`src/rtl/score_controller_if.sv`:
```
// Bundles the collision and start inputs with the score/lives/phase outputs of score_controller.
// The high-score ports exist only when SCORE_CTRL_HIGH_SCORE_EN is defined.
interface score_controller_if;
   logic       start_i;
   logic       goodColl;
   logic       badColl;
   logic [7:0] score_bcd;
   logic [2:0] lives;
   logic       playing;
   logic       hurt;
   logic       game_over;
   logic       game_won;
   logic       score_pulse;
`ifdef SCORE_CTRL_HIGH_SCORE_EN
   logic [7:0] high_score_bcd;
   logic       new_high;
`endif

   modport master (
      output start_i, goodColl, badColl,
      input  score_bcd, lives, playing, hurt, game_over, game_won, score_pulse
`ifdef SCORE_CTRL_HIGH_SCORE_EN
      , input high_score_bcd, new_high
`endif
   );

   modport slave (
      input  start_i, goodColl, badColl,
      output score_bcd, lives, playing, hurt, game_over, game_won, score_pulse
`ifdef SCORE_CTRL_HIGH_SCORE_EN
      , output high_score_bcd, new_high
`endif
   );
endinterface

```
`src/rtl/score_controller.sv`:
```
// Game-level scoring sequencer: BCD score, lives, post-hit invulnerability and win/lose phase.
// Optional high-score register enabled by defining SCORE_CTRL_HIGH_SCORE_EN.
module score_controller #(
   parameter int unsigned LIVES         = 3,
   parameter int unsigned WIN_SCORE     = 20,
   parameter int unsigned INVULN_CYCLES = 4
) (
   input logic          clk,
   input logic          nRst,
   score_controller_if.slave bus
);

   localparam int unsigned     TW         = (INVULN_CYCLES > 1) ? $clog2(INVULN_CYCLES) : 1;
   localparam logic [TW-1:0]   TIMER_LOAD = TW'(INVULN_CYCLES - 1);
   localparam logic [2:0]      LIVES_INIT = 3'(LIVES);
   localparam logic [6:0]      WIN_DEC    = 7'(WIN_SCORE);

   typedef enum logic [2:0] {
      S_IDLE,
      S_PLAY,
      S_HURT,
      S_WIN,
      S_LOSE
   } state_e;

   state_e        state_q, state_d;
   logic [7:0]    score_q, score_d;
   logic [2:0]    lives_q, lives_d;
   logic [TW-1:0] timer_q, timer_d;
   logic          pulse_q, pulse_d;

   logic [7:0]    score_inc;
   logic          at_max;
   logic          win_hit;
   logic          good_win;
   logic          out_of_lives;

   function automatic logic [6:0] bcd_to_dec(input logic [7:0] b);
      return 7'(b[7:4]) * 7'd10 + 7'(b[3:0]);
   endfunction

   // BCD increment; at 99 the result is unused so the score saturates.
   always_comb begin
      at_max = (score_q == 8'h99);
      if (score_q[3:0] == 4'd9) begin
         score_inc = {score_q[7:4] + 4'd1, 4'd0};
      end else begin
         score_inc = {score_q[7:4], score_q[3:0] + 4'd1};
      end
      win_hit = !at_max && (bcd_to_dec(score_inc) == WIN_DEC);
   end

   always_comb begin
      state_d      = state_q;
      score_d      = score_q;
      lives_d      = lives_q;
      timer_d      = timer_q;
      pulse_d      = 1'b0;
      good_win     = 1'b0;
      out_of_lives = 1'b0;

      case (state_q)
         S_IDLE, S_WIN, S_LOSE: begin
            if (bus.start_i) begin
               state_d = S_PLAY;
               score_d = '0;
               lives_d = LIVES_INIT;
               timer_d = '0;
            end
         end

         S_PLAY, S_HURT: begin
            if (bus.goodColl && !at_max) begin
               score_d  = score_inc;
               pulse_d  = 1'b1;
               good_win = win_hit;
            end
            if (state_q == S_PLAY && bus.badColl && lives_q != '0) begin
               lives_d      = lives_q - 3'd1;
               out_of_lives = (lives_q == 3'd1);
            end
            // Losing the last life outranks reaching the winning score.
            if (out_of_lives) begin
               state_d = S_LOSE;
            end else if (good_win) begin
               state_d = S_WIN;
            end else if (state_q == S_PLAY && bus.badColl) begin
               state_d = S_HURT;
               timer_d = TIMER_LOAD;
            end else if (state_q == S_HURT) begin
               if (timer_q == '0) begin
                  state_d = S_PLAY;
               end else begin
                  timer_d = timer_q - TW'(1);
               end
            end
         end

         default: state_d = S_IDLE;
      endcase
   end

   always_ff @(posedge clk) begin
      if (!nRst) begin
         state_q <= S_IDLE;
         score_q <= '0;
         lives_q <= LIVES_INIT;
         timer_q <= '0;
         pulse_q <= 1'b0;
      end else begin
         state_q <= state_d;
         score_q <= score_d;
         lives_q <= lives_d;
         timer_q <= timer_d;
         pulse_q <= pulse_d;
      end
   end

   assign bus.score_bcd   = score_q;
   assign bus.lives       = lives_q;
   assign bus.playing     = (state_q == S_PLAY) || (state_q == S_HURT);
   assign bus.hurt        = (state_q == S_HURT);
   assign bus.game_over   = (state_q == S_LOSE);
   assign bus.game_won    = (state_q == S_WIN);
   assign bus.score_pulse = pulse_q;

`ifdef SCORE_CTRL_HIGH_SCORE_EN
   logic [7:0] high_q, high_d;
   logic       new_high_q, new_high_d;
   logic       game_end;

   // Captured on the edge that enters WIN/LOSE, using the final score of that edge.
   always_comb begin
      high_d     = high_q;
      new_high_d = 1'b0;
      game_end   = ((state_d == S_WIN) || (state_d == S_LOSE)) &&
                   !((state_q == S_WIN) || (state_q == S_LOSE));
      if (game_end && (bcd_to_dec(score_d) > bcd_to_dec(high_q))) begin
         high_d     = score_d;
         new_high_d = 1'b1;
      end
   end

   always_ff @(posedge clk) begin
      if (!nRst) begin
         high_q     <= '0;
         new_high_q <= 1'b0;
      end else begin
         high_q     <= high_d;
         new_high_q <= new_high_d;
      end
   end

   assign bus.high_score_bcd = high_q;
   assign bus.new_high       = new_high_q;
`endif

endmodule

```
`src/flat_wrapper.sv`:
```
// flat-port wrapper written by rule: the top's interface ports become plain ports
module score_controller_flat 
#(
   parameter int unsigned LIVES         = 3,
   parameter int unsigned WIN_SCORE     = 20,
   parameter int unsigned INVULN_CYCLES = 4
)
  (clk, nRst, bus_start_i, bus_goodColl, bus_badColl, bus_score_bcd, bus_lives, bus_playing, bus_hurt, bus_game_over, bus_game_won, bus_score_pulse);
  score_controller_if bus_i ();
  input logic clk;
  input logic nRst;
  input wire logic [$bits(bus_i.start_i)-1:0] bus_start_i;
  input wire logic [$bits(bus_i.goodColl)-1:0] bus_goodColl;
  input wire logic [$bits(bus_i.badColl)-1:0] bus_badColl;
  output wire logic [$bits(bus_i.score_bcd)-1:0] bus_score_bcd;
  output wire logic [$bits(bus_i.lives)-1:0] bus_lives;
  output wire logic [$bits(bus_i.playing)-1:0] bus_playing;
  output wire logic [$bits(bus_i.hurt)-1:0] bus_hurt;
  output wire logic [$bits(bus_i.game_over)-1:0] bus_game_over;
  output wire logic [$bits(bus_i.game_won)-1:0] bus_game_won;
  output wire logic [$bits(bus_i.score_pulse)-1:0] bus_score_pulse;
  assign bus_i.start_i = bus_start_i;
  assign bus_i.goodColl = bus_goodColl;
  assign bus_i.badColl = bus_badColl;
  assign bus_score_bcd = bus_i.score_bcd;
  assign bus_lives = bus_i.lives;
  assign bus_playing = bus_i.playing;
  assign bus_hurt = bus_i.hurt;
  assign bus_game_over = bus_i.game_over;
  assign bus_game_won = bus_i.game_won;
  assign bus_score_pulse = bus_i.score_pulse;
  score_controller #(.LIVES(LIVES), .WIN_SCORE(WIN_SCORE), .INVULN_CYCLES(INVULN_CYCLES)) u_core (.clk(clk), .nRst(nRst), .bus(bus_i));
endmodule
```
`config.mk`:
```
export PLATFORM = sky130hd
export DESIGN_NAME = score_controller_flat
export DESIGN_NICKNAME = d
export VERILOG_FILES = /design/src/rtl/score_controller_if.sv /design/src/rtl/score_controller.sv /design/src/flat_wrapper.sv
export SDC_FILE = /design/constraint.sdc
export NUM_CORES = 1
export LEC_CHECK = 0
export CAP_MARGIN = 20
export CORE_ASPECT_RATIO = 1.75
export CORE_UTILIZATION = 34
export CTS_BUF_LIST = sky130_fd_sc_hd__clkbuf_4 sky130_fd_sc_hd__clkbuf_8 sky130_fd_sc_hd__clkbuf_16
export CTS_CLUSTER_DIAMETER = 40
export DETAILED_ROUTE_END_ITERATION = 8
export HOLD_SLACK_MARGIN = 0.02
export PLACE_DENSITY_LB_ADDON = 0.05
export SETUP_SLACK_MARGIN = 0.3
export SYNTH_ARGS = -nofsm -noshare
export SYNTH_HDL_FRONTEND = slang
export SYNTH_SLANG_ARGS = --single-unit
```
`constraint.sdc`:
```
create_clock -name clk -period 5.6 [get_ports clk]
set_input_delay 0.84 -clock clk [delete_from_list [all_inputs] [get_ports clk]]
set_output_delay 0.84 -clock clk [all_outputs]
set_load 0.01 [all_outputs]
```
==> metrics, run 1 <==
EDFF count, synth 0; area grow syn2layout 23.2%; DRT iter0 DRCs 35; syn avg cell area 8.02 um2; Synth top area share 0.262; FP Rows 29; Finished Cell Area 1600 um2; Yosys top cell by area dfxtp_1; die width 48.7 um; hold bufs inserted after CTS 0; actual slew at the worst max-slew pin 614 ps; Post-Layout Cell Count 231; Syn Std Cell Area 1300 um2; crit path capture type flop; RePlAce Congestion 0.841; total negative slack 0 ps; worst hold start u_core.bus.lives[2]; die area 4080 um2; post-cts resize count 0; Crit path top cell by count ha_1; status completed; total gr overflow 0; Max Cap Viol 0; Period minus WS final 3330 ps; vias in the first global route 1217; crit path launch u_core.bus.score_bcd[0]; Req. time, crit path 5780 ps; fraction of layout cells with a size suffix above 1 0.0703; Worst Path Max Fanout 7; via count 1203; number of vias per cell 5.21; most numerous cell in the Yosys netlist nand2_1; Final WS setup 2270 ps; Wirelength per Cell 14.0 um; pin count of the biggest net entering global routing 10; Clock transition at path regs 70 ps; Fin. Hold Viols 0; Primary FF master, synth dfxtp_1; skew final 2.08 ps; CTS Buffer Depth 2; pwr dens 208 nW/um2; endpoints failing setup 0; CTS Buf Count 3; Chip Height 83.8 um; postcts setup bufs 0; DR pass1 iterations 4; clock sink count 17; port bufs 20; Antenna Nets Post-Route 0; core footprint 3630 um2; Pins Over Slew Limit 0; Hold WS 493 ps; # diodes 0; worst r2r src u_core.bus.score_bcd[0]; initial antenna violation count 0; ys async rst share 0; HP Class reg -> reg; sequential-to-total area share from yosys stat 0.262; slowest cell delay on critical path 440 ps; Placed Cells 227; Worst slew margin 0.590; final worst path period share 0.595; H-tree depth 1; number of remaining DRC errors 0; syn_nets 182; CTS tree done; final wirelength 3.24 mm; RSZ-0062 raised after global routing false; Yosys cell types 39; Tot GR Track Use 0.171; arrival time of the worst setup path 3510 ps; fmax 300 MHz; DP Area 1550 um2; Setup WS pre-CTS 2270 ps; synth cell count leaders nand2_1, nor2_1, dfxtp_1, a21oi_1, inv_1; synth top area cells dfxtp_1, ha_1, nand2_1, a21oi_1, xnor2_1; leakage power 0.611 nW; global-route wire length before repair 5.45 mm; CTS root buf clkbuf_8; critical path class reg -> reg; crit path cell chain ha_1 > and3b_1 > nand2_1 > xnor2_1 > ha_1 > ha_1 > inv_2 > o21a_1 > a2111oi_2 > o211ai_2 > o311a_1 > a21oi_1; Synth warnings 0; Worst VDD drop 0.000174 V; #FFs+latches synth 17; clk_lat worst skew 250 ps; Cells after Synth 162; Startpoint Class flop; post-DP HPWL 2.71 mm; top-level I/O count 21; Initial Utilization 0.358; slowest stage cell, crit path dfxtp_1; Post-layout nets 206
through the flow:
stage               total power [W]  utilization
finish                     0.000334        0.441
CTS                        0.000337        0.441
global route               0.000355        0.441
floorplan                  0.000205            -
global placement           0.000239        0.428
detailed placement         0.000241        0.428
final timing paths:
kind / to / slack [ps] / cells after the start
worst max register to register: u_core.state_q[1] / 2270 / 12
worst min-delay path: u_core.bus.lives[2] / 490 / 2
worst max-delay path: u_core.state_q[1] / 2270 / 12
worst min register to register: u_core.bus.lives[2] / 490 / 2
cells in the final DEF, fill, tap and decap left out, types with 3 or more instances in the layout:
cell type / netlist / routed
nand2_1: 21 / 21
clkdlybuf4s50_1: 0 / 20
nor2_1: 18 / 18
dfxtp_1: 17 / 17
inv_1: 14 / 14
a21oi_1: 14 / 14
ha_1: 13 / 13
xnor2_1: 8 / 8
o21ai_0: 7 / 7
nand3_1: 4 / 4
o21ai_1: 4 / 4
nand2b_1: 3 / 3
xor2_1: 3 / 3
nor3_1: 3 / 3
clkbuf_8: 0 / 3
area by class of cell:
cell class / instances / area, um2
Clock buffer: 4 / 48.8
Fill cell: 394 / 2030
Inverter: 15 / 56.3
Multi-Input combinational cell: 129 / 897
Sequential cell: 17 / 340
Tap cell: 46 / 57.6
Timing Repair Buffer: 20 / 200
kinds of logic (layout without fill, tap and decap cells):
logic type,count (synthesis),count (layout),synth area share
fa+ha+maj,15,15,0.156
xor+xnor,12,12,0.0915
flops,17,17,0.262
buf+inv,16,39,0.0472
compound gates,41,41,0.212
simple gates,61,61,0.231
worst max-delay path, delay by kind of cell, from the launching register on:
family | cells | cell delay, ps
AO/OA/AOI/OAI | 5 | 1260
XOR/XNOR | 1 | 280
adder cells (fa/ha/maj) | 3 | 870
buffers and inverters | 1 | 50
flip-flops | 1 | 440
AND/OR/NAND/NOR | 2 | 370
registers in the layout, indices dropped and copies added (netlist names):
signal,count
u_core.bus.score_bcd,8
u_core.bus.lives,3
u_core.state_q,3
u_core.timer_q,2
u_core.bus.score_pulse,1
power breakdown:
group	switching, W	internal [W]
Clock	0.0000402	0.0000552
Sequential	0.00000966	0.000131
Combinational	0.0000579	0.0000396
routing by layer:
layer | track usage | part of all wire | wire [um] | vias up
met5 | 0 | 0 | 0 | -
met4 | 0.0882 | 0.025 | 82 | 0
met3 | 0.0128 | 0.021 | 68 | 6
met2 | 0.338 | 0.57 | 1840 | 28
met1 | 0.167 | 0.39 | 1250 | 562
li1 | - | - | - | 607
No activity file was read; power rests on OpenSTA's default activity.
==> inputs of run 2 (changes only) <==
==> constraint.sdc (replaced) <==
create_clock -name clk -period 3.3 [get_ports clk]
set_input_delay 0.495 -clock clk [delete_from_list [all_inputs] [get_ports clk]]
set_output_delay 0.495 -clock clk [all_outputs]
set_load 0.01 [all_outputs]
==> run 2 against run 1 <==
  * Sequential share of layout area down 2.2 points
  * Flip-flop and latch count unchanged
  * Cell count rose by 5.2%
  * Global-route usage rose by 0.66 points
  * Total power is 72% higher
  * Clock skew about the same
  * Highest routed layer unchanged
==> metrics, run 2 (same netlist as run 1, synthesis figures left out) <==
area of the multi-input gates 1020 um2; crit path capture type flop; number of remaining DRC errors 0; Register Area 348 um2; final wirelength 3.40 mm; Clock transition at path regs 60 ps; Tot GR Track Use 0.177; Post-layout nets 218; Startpoint Class flop; slowest cell delay on critical path 340 ps; H-tree depth 1; Wirelength per Cell 14.0 um; Hold WS 503 ps; total gr overflow 0; top-level I/O count 21; number of vias per cell 5.13; Bufs and invs on worst path 2; Fillers 365; Max Cap Viol 0; worst r2r src u_core.bus.score_bcd[1]; area grow syn2layout 40.4%; initial antenna violation count 0; status completed; DRT iter0 DRCs 19; Final Core Density 0.502; actual slew at the worst max-slew pin 531 ps; Worst slew margin 0.642; delay-heaviest family, CP compound AO/OA/AOI/OAI gates; fraction of layout cells with a size suffix above 1 0.239; max reg flops 8; final worst path period share 0.871; die area 4080 um2; Initial Utilization 0.358; Crit Reg-Reg Endpoint u_core.state_q[1]; crit path cell chain inv_2 > ha_4 > and3b_2 > nand2_4 > xnor2_4 > ha_2 > ha_4 > inv_2 > o21a_1 > a2111oi_4 > o211ai_2 > o311a_1 > a21oi_1; pwr dens 314 nW/um2; DR pass1 iterations 4; endpoints failing setup 0; CTS tree done; HP Class reg -> reg; core footprint 3630 um2; die width 48.7 um; total negative slack 0 ps; RSZ-0062 raised after global routing false; worst hold path depth 2; arrival time of the worst setup path 3060 ps; CTS Buf Count 3; port bufs 20; # diodes 0; worst hold start u_core.bus.lives[2]; clk_lat worst skew 250 ps; critical path class reg -> reg; skew final 2.29 ps; global-route wire length before repair 5.69 mm; slowest stage cell, crit path o311a_1; fmax 348 MHz; Chip Height 83.8 um; Fin. Hold Viols 0; Period minus WS final 2870 ps; via count 1247; Worst Path Max Fanout 3; clock sink count 17; vias in the first global route 1256; RePlAce Congestion 0.862; commonest cells after routing, fill and taps aside nand2_1, clkdlybuf4s50_1, nor2_1; Req. time, crit path 3480 ps; leakage power 0.736 nW; FP Rows 29; Antenna Nets Post-Route 0; CTS root buf clkbuf_8; DP Area 1580 um2; Pins Over Slew Limit 0; Worst VDD drop 0.000244 V; Worst Hold Path EP u_core.bus.lives[2]; CTS Buffer Depth 2; Finished Cell Area 1820 um2; R2R depth 13; hold bufs inserted after CTS 0; post-DP HPWL 2.70 mm; flop-to-flop setup slack 430 ps; pin count of the biggest net entering global routing 11
-- run 2: cell types whose count changed in the layout (fill, tap and decap cells not counted), sizes merged --
cell / before / now
buf: 0 / 12
clkbuf: 4 / 3
clkinv: 0 / 1
-- run 2: worst max-delay path by stage --
stage                                        from                 to  cells after the start
after CTS                 u_core.bus.score_bcd[1]  u_core.state_q[1]                     12
after floorplan           u_core.bus.score_bcd[1]  u_core.state_q[1]                     13
after detailed placement  u_core.bus.score_bcd[1]  u_core.state_q[1]                     13
after global routing      u_core.bus.score_bcd[1]  u_core.timer_q[0]                     14
after global placement    u_core.bus.score_bcd[1]  u_core.state_q[1]                     13
final                     u_core.bus.score_bcd[1]  u_core.state_q[1]                     13
-- run 2: power by group --
group	switching (W)	internal [W]	leakage [nW]
clock	0.0000699	0.0000838	0.0255
combinational	0.000101	0.0000779	0.571
sequential	0.0000167	0.000223	0.140
-- run 2: cell type report --
cell class	count	area share
clock inverters	1	0.00275
multi-input cells	129	0.562
inverters	15	0.0309
clock buffers	3	0.0226
well taps	46	0.0316
flip-flops and latches	17	0.191
repair buffers	32	0.159
-- run 2: routing by layer --
layer | track usage | up-vias | routed length [um]
met5 | 0 | - | 0
met4 | 0.0856 | 0 | 77
met3 | 0.00911 | 7 | 56
met2 | 0.343 | 18 | 1960
met1 | 0.186 | 586 | 1300
li1 | - | 636 | -
-- run 2: what timing repair did --
item	CTS	global route
gates resized for setup	16	12
endpoints found under the setup margin	3	4
pin swaps	7	6
buffers inserted	7	2
-- run 2: per-stage QoR --
| stage | power (W) | setup WS [ps] | instances |
|---|---|---|---|
| 2_1_floorplan | 0.000348 | 314 | 162 |
| 3_3_place_gp | 0.000408 | 264 | 230 |
| 3_5_place_dp | 0.000407 | 80.1 | 230 |
| 4_1_cts | 0.000576 | 299 | 241 |
| 5_1_grt | 0.000608 | 314 | 243 |
| 6_report | 0.000572 | 425 | 243 |
-- run 2: tightest hold or removal path, stage by stage, from the launching register on --
cell and delay (ps):
dfxtp_1 340, nand2_1 60, a21oi_1 50
